$ cat config.mk
export PLATFORM = sky130hd
export DESIGN_NAME = vend_fsm_param
export DESIGN_NICKNAME = d
export VERILOG_FILES = /design/src/rtl/vend_fsm_param.sv
export SDC_FILE = /design/constraint.sdc
export NUM_CORES = 1
export LEC_CHECK = 0
export ABC_AREA = 1
export BUFFER_PORTS_ARGS = -buffer_cell sky130_fd_sc_hd__buf_2
export CAP_MARGIN = 0
export CORE_ASPECT_RATIO = 0.9
export CORE_UTILIZATION = 48
export CTS_CLUSTER_SIZE = 12
export DETAILED_ROUTE_END_ITERATION = 8
export PLACE_DENSITY = 0.78
export SLEW_MARGIN = 20
export SYNTH_ARGS = -nofsm -noshare
export SYNTH_HDL_FRONTEND = slang
export SYNTH_SLANG_ARGS = --single-unit
$ cat constraint.sdc
create_clock -name clk -period 4.1 [get_ports clk]
set_input_delay 0.205 -clock clk [delete_from_list [all_inputs] [get_ports clk]]
set_output_delay 0.205 -clock clk [all_outputs]
set_load 0.01 [all_outputs]
$ cat src/rtl/vend_fsm_param.sv
// rtl/vend_fsm_param.sv - parametrised coin vending controller with change return
module vend_fsm_param #(
  parameter int PRICE      = 15,
  parameter int MAX_CREDIT = 40,
  parameter int CREDIT_W   = 6,
  parameter int ENABLE_25  = 1,
  parameter int CNT_W      = 8
) (
  input  logic                clk,
  input  logic                rst,
  input  logic [1:0]          coin,
  input  logic                cancel,
  output logic                dispense,
  output logic                change_pulse,
  output logic                coin_reject,
  output logic [CREDIT_W-1:0] credit,
  output logic                busy,
  output logic [CNT_W-1:0]    sales_count
);

  typedef enum logic [1:0] {COLLECT, VEND, CHANGE} state_t;

  // Extended-width constants for the overflow-safe credit+coin sum
  localparam logic [CREDIT_W:0]   PRICE_X = (CREDIT_W+1)'(PRICE);
  localparam logic [CREDIT_W:0]   MAX_X   = (CREDIT_W+1)'(MAX_CREDIT);
  localparam logic [CREDIT_W:0]   V5_X    = (CREDIT_W+1)'(5);
  localparam logic [CREDIT_W:0]   V10_X   = (CREDIT_W+1)'(10);
  localparam logic [CREDIT_W:0]   V25_X   = (CREDIT_W+1)'(25);
  localparam logic [CREDIT_W-1:0] PRICE_C = CREDIT_W'(PRICE);
  localparam logic [CREDIT_W-1:0] FIVE_C  = CREDIT_W'(5);
  localparam logic [CNT_W-1:0]    ONE_CNT = CNT_W'(1);

  state_t            state;
  logic [CREDIT_W:0] coin_val;
  logic              coin_ok;
  logic [CREDIT_W:0] sum;
  logic              over;

  // Decode the coin code into a value; 25 is refused when disabled
  always_comb begin
    coin_val = '0;
    coin_ok  = 1'b1;
    case (coin)
      2'b01:   coin_val = V5_X;
      2'b10:   coin_val = V10_X;
      2'b11: begin
        if (ENABLE_25 != 0) coin_val = V25_X;
        else                coin_ok  = 1'b0;
      end
      default: coin_val = '0;
    endcase
    sum  = {1'b0, credit} + coin_val;
    over = (sum > MAX_X);
  end

  // Controller state, credit, sales counter and registered outputs
  always_ff @(posedge clk) begin
    if (!rst) begin
      state        <= COLLECT;
      credit       <= '0;
      sales_count  <= '0;
      dispense     <= 1'b0;
      change_pulse <= 1'b0;
      coin_reject  <= 1'b0;
      busy         <= 1'b0;
    end else begin
      coin_reject <= 1'b0;
      case (state)
        COLLECT: begin
          if (cancel) begin
            // cancel has priority: any coin this cycle is refused
            coin_reject <= (coin != 2'b00);
            if (credit != '0) begin
              state        <= CHANGE;
              change_pulse <= 1'b1;
              busy         <= 1'b1;
            end
          end else if (coin != 2'b00) begin
            if (!coin_ok || over) begin
              coin_reject <= 1'b1;
            end else begin
              credit <= sum[CREDIT_W-1:0];
              if (sum >= PRICE_X) begin
                state    <= VEND;
                dispense <= 1'b1;
                busy     <= 1'b1;
              end
            end
          end
        end
        VEND: begin
          coin_reject <= (coin != 2'b00);
          credit      <= credit - PRICE_C;
          sales_count <= sales_count + ONE_CNT;
          dispense    <= 1'b0;
          if (credit != PRICE_C) begin
            state        <= CHANGE;
            change_pulse <= 1'b1;
          end else begin
            state <= COLLECT;
            busy  <= 1'b0;
          end
        end
        CHANGE: begin
          coin_reject <= (coin != 2'b00);
          credit      <= credit - FIVE_C;
          if (credit == FIVE_C) begin
            state        <= COLLECT;
            change_pulse <= 1'b0;
            busy         <= 1'b0;
          end
        end
        default: begin
          state        <= COLLECT;
          dispense     <= 1'b0;
          change_pulse <= 1'b0;
          busy         <= 1'b0;
        end
      endcase
    end
  end

endmodule

* Yosys cells after proc, flatten, opt, wreduce, memory -nomap -nowiden *
Cells that the tools add are included.

word-level totals
  bits of input ports = 5
  output and inout bits = 18
  logic and storage cells = 74
  bits in registers = 20

operators by class
  magnitude comparators = 2
  bitwise operators = 1
  muxes and demuxes = 30
  reductions and logical operators = 10
  add/subtract/negate cells = 4
  equality and inequality tests = 20

operators by type and width
  kind                 number
  $mux 6               3
  $ne 2x2->1 const B   9
  $pmux 6 s3           1
  $pmux 5 s3           1
  $mux 2               7
  $mux 1               13
  $ne 3x3->1 const B   4
  $reduce_and 5->1     2
  $add 8x1->8 const B  1
  $reduce_and 4->1     2
  $add 6x7->7          1
  $ge 7x4->1 const B   1
  $gt 7x6->1 const B   1
  $eq 2x2->1 const B   3
  $eq 6x3->1 const B   1
  $ne 6x4->1 const B   1
  $pmux 1 s3           2
  $pmux 2 s3           1
  $reduce_and 6->1     1
  $reduce_bool 6->1    1
  $sub 6x3->6 const B  1
  $sub 6x4->6 const B  1
  $eq 2x1->1 const B   2
  $pmux 1 s2           2
  other kinds (5)      5

* Depth between registers and ports, before layout *
  depth in word-level cells = 9
  gate-level depth with buffers = 17
  gate-level depth less buffers = 17

* Worst setup path before layout *
Ideal clock, no wire load.

  kind = register to register
  start = register credit[0]
  end = register credit[0]
  path buffers = 0
  slack = 1920 ps
  stages on the path, launching flop included = 15
  data required time = 3985 ps
  clock period less this slack = 2180 ps
  setup time = 115 ps
  data arrival time = 2065 ps
  cells stage by stage = dfxtp_1 > ha_1 > inv_1 > fa_1 > inv_1 > nor2_1 > nand2_1 > nand3_2 > nand2_2 > nand2_2 > nand2_4 > o21ai_4 > nand3_1 > nand2_1 > nor2_1

on the way
  longest elaborated chain between the ends = 5
  elaborated cells between the ends (all ways) = 10
  classes of those cells = add/sub: 3; order compare: 1; eq/ne: 1; mux: 4; reduce/logical: 1

RTL lines
  element                                              line  RTL
  from (decl)                                          16    output logic [CREDIT_W-1:0] credit,
  from (signal assigned)                               82    credit <= sum[CREDIT_W-1:0];
  from (signal assigned)                               93    credit <= credit - PRICE_C;
  from (signal assigned)                               106   credit <= credit - FIVE_C;
  branches (longest 5 deep; another with $add 6x7->7)  n/a

Parallel ways; which one is timed is not known. The select of a mux whose other input is x is not followed.
A chain may end at the register's enable or synchronous reset.

* Worst setup path after layout *
  start = register credit[0]
  end = register state[1]

on the way
  longest elaborated chain between the ends = 4
  elaborated cells between the ends (all ways) = 13
  classes of those cells = add/sub: 1; order compare: 2; eq/ne: 6; mux: 2; reduce/logical: 2

RTL lines
  element                                          line    RTL
  $add 6x7->7                                      52      sum = {1'b0, credit} + coin_val;
  $ge 7x4->1 / $gt 7x6->1 (equally long branches)  83, 53
  $ne 3x3->1 (no line)                             n/a
  $reduce_and 5->1 (no line)                       n/a
  to (signal assigned)                             59      state <= COLLECT;
  to (signal assigned)                             84      state <= VEND;
  to (signal assigned)                             97      state <= CHANGE;
  to (decl)                                        33      state_t state;

Several ways; a longest one is shown, not always the timed one.

==> flow_metrics.py <==
metrics = {
    "cells_and_area": {
        "fin_nets": 294,
        "syn2layout_area_growth_pct": 12.7,
        "final_cell_mix": "50 x nand2_1, 39 x nor2_1, 32 x inv_1",
        "fill_cells": 305,
        "fin_cells": 315,
        "diodes": 0,
        "post-route-util": 0.581,
        "drive_gt1_frac": 0.158,
        "final_common_cell": "nand2_1",
    },
    "pwr": {
        "pwr-share-comb": 0.611,
        "switchingPower_mw": 0.658,
        "peakVddDrop_mv": 0.589,
        "p_seq_frac": 0.239,
        "power_leakage_nw": 0.921,
        "p_int_mw": 0.679,
        "finalPower_mw": 1.34,
        "switching_share": 0.492,
        "power.density_nw_per_um2": 740,
        "power_frac_clock": 0.150,
    },
    "sta": {
        "hold_violations": 0,
        "finalCriticalPeriod_ns": 2.43,
        "finalSetupTns_ns": 0,
        "fmax_mhz": 412,
        "setup_viol": 0,
        "rsz0062_at_grt": "no",
        "clock_skew_ns": 0.0111,
        "worst_pin_slew_ns": 0.514,
        "slew_violations": 0,
        "slew_headroom": 0.657,
        "min_period_over_period": 0.592,
        "hold-worst-slack_ns": 0.251,
    },
    "cts": {
        "cts_hold_buf": 0,
        "cts_tree": "done",
        "post_cts_buffers": 0,
        "clk_pin_slew_ns": 0.08,
        "ctsResizeCount": 0,
        "cts.sinks": 20,
        "clockRootBuffer": "clkbuf_8",
        "h-tree-depth": 1,
        "cts_buffers": 3,
        "clk_path_buf_depth": 2,
        "insertion_delay_ns": 0.27,
    },
    "synthesis": {
        "synth_area_um2": 1600,
        "synth_area_per_cell_um2": 6.32,
        "seq_area_frac_synth": 0.250,
        "ys_types": 29,
        "yosysWarnings": 0,
        "synth_cells": 254,
        "syn_nets": 274,
        "synth-seq-cells": 20,
    },
    "placement": {
        "gp_congestion": 0.854,
        "portBuffers": 22,
        "place_inst": 311,
        "hpwl_um": 2850,
    },
    "route": {
        "via_per_inst": 5.23,
        "ant_nets": 0,
        "routed.top_layer": "met3",
        "met2_wirelength_um": 1590,
        "wl_um": 3720,
        "dr.pass1.iters": 5,
        "met1Wirelength_um": 1860,
        "routedWlPerCell_um": 11.8,
        "vias": 1646,
        "drt_iter0_drc": 129,
        "remaining_drc_errors": 0,
        "wl_met3_um": 269,
    },
    "grt": {
        "antenna_found_initial": 0,
        "grt_pass1_vias": 1440,
        "gr-total-overflow": 0,
        "grt_pass1_wl_um": 6370,
        "grt_max_degree": 18,
        "track_usage": 0.223,
    },
    "worst_setup_path": {
        "worstSetupStartpointType": "flip-flop",
        "slowest_stage": "dfxtp_1",
        "path_cells": "ha_1 > inv_1 > fa_1 > inv_1 > nand3_1 > nand2_1 > nand2_2 > nand2_4 > nand2_2 > a21oi_1 > nand2_1 > nand2_2 > nand2_1 > nor2_1 > nor2_1",
        "critPathKind": "flip-flop to flip-flop",
        "worstPathArrival_ns": 2.58,
        "crit_path_max_fanout": 9,
        "slowest_delay_ns": 0.49,
        "required_ns": 4.26,
        "endpoint_kind": "flip-flop",
        "r2r_cells": 15,
    },
    "min_path": {
        "hold_path_depth": 3,
        "hp-class": "primary input to flip-flop",
    },
    "floorplan": {
        "pin_count": 23,
        "core_um2": 3110,
        "rows": 19,
        "start_util": 0.515,
        "die_y_um": 56.8,
        "die-width_um": 62.9,
        "dieArea_um2": 3580,
    },
    "status": {
        "status": "finished clean",
    },
    "job": {
        "maxCapViolCount": 0,
    },
}
-- critical path, delay by kind of cell (launching register included) --
family / cells / cell delay [ns]
AOI/OAI and AO/OA: 1 / 0.19
adders and majority gates: 2 / 0.64
buffers and inverters: 2 / 0.14
DFF: 1 / 0.49
and+or+nand+nor: 10 / 0.86
-- cell type report --
cell class / instances / area, um2 / area share
clock inverter: 1 / 30.0 / 0.0166
multi-input combinational: 192 / 1040 / 0.576
timing repair buffer: 22 / 110 / 0.0609
sequential: 20 / 400 / 0.221
tap: 42 / 52.6 / 0.0291
inverter: 35 / 131 / 0.0727
clock buffer: 3 / 41.3 / 0.0228
-- cells in the mapped netlist --
cell type | count | area share
nand2_1 | 50 | 0.12
nor2_1 | 39 | 0.091
inv_1 | 32 | 0.075
nand3_1 | 25 | 0.078
dfxtp_1 | 20 | 0.25
a21oi_1 | 17 | 0.053
ha_1 | 14 | 0.11
o21ai_0 | 14 | 0.044
nand2_2 | 6 | 0.023
nor3_1 | 6 | 0.019
a31oi_1 | 3 | 0.012
buf_2 | 3 | 0.0094
clkbuf_1 | 3 | 0.0070
inv_2 | 3 | 0.0070
nand3_2 | 3 | 0.019
nand2_4 | 2 | 0.014
o21ai_1 | 2 | 0.0062
a21oi_2 | 1 | 0.0055
buf_1 | 1 | 0.0023
fa_1 | 1 | 0.012
nand3b_1 | 1 | 0.0047
nand4_1 | 1 | 0.0039
nor2_2 | 1 | 0.0039
o211ai_1 | 1 | 0.0047
o21ai_4 | 1 | 0.010
o221ai_1 | 1 | 0.0055
o22ai_1 | 1 | 0.0039
o31ai_1 | 1 | 0.0047
xnor2_1 | 1 | 0.0055
-- power groups by stage --
| stage | sequential (mW) | clock, mW | combinational [mW] |
|---|---|---|---|
| global route | 0.328 | 0.208 | 0.928 |
| floorplan | 0.328 | 0 | 0.614 |
| CTS | 0.319 | 0.202 | 0.809 |
| finish | 0.319 | 0.201 | 0.817 |
| detailed placement | 0.323 | 0 | 0.800 |
| global placement | 0.322 | 0 | 0.793 |
-- stage by stage --
stage          worst slack [ns]  area [um2]
2_1_floorplan              1.92        1600
3_3_place_gp               1.83        1740
3_5_place_dp               1.72        1740
4_1_cts                    1.69        1810
5_1_grt                    1.44        1810
6_report                   1.67        1810
-- final timing paths --
| path | start | endpoint | slack, ns |
|---|---|---|---|
| max | credit[0]$_SDFFE_PN0P_ | state[1]$_SDFFE_PN0P_ | 1.67 |
| min | cancel | coin_reject$_SDFF_PN0_ | 0.25 |
| min reg2reg | sales_count[7]$_SDFFE_PN0P_ | sales_count[7]$_SDFFE_PN0P_ | 0.45 |
| max reg2reg | credit[0]$_SDFFE_PN0P_ | state[1]$_SDFFE_PN0P_ | 1.67 |
-- per-layer routing --
| layer | global-route usage | vias up |
|---|---|---|
| met5 | 0 | - |
| met4 | 0.0332 | 0 |
| met3 | 0.0549 | 0 |
| met2 | 0.359 | 47 |
| met1 | 0.304 | 734 |
| li1 | - | 865 |
-- logic make-up (layout without fill, tap and decap cells) --
logic type	count (synthesis)	count (layout)	share of synthesized area
simple gates	134	134	0.374
fa+ha+maj	15	15	0.122
xor+xnor	1	1	0.00546
flops	20	20	0.250
buf+inv	42	61	0.101
compound gates	42	42	0.149
-- registers in the layout, summed over array words and instances (netlist names) --
signal	flops
busy	1
change_pulse	1
coin_reject	1
credit	6
dispense	1
sales_count	8
state	2
No activity file was read; power rests on OpenSTA's default activity.
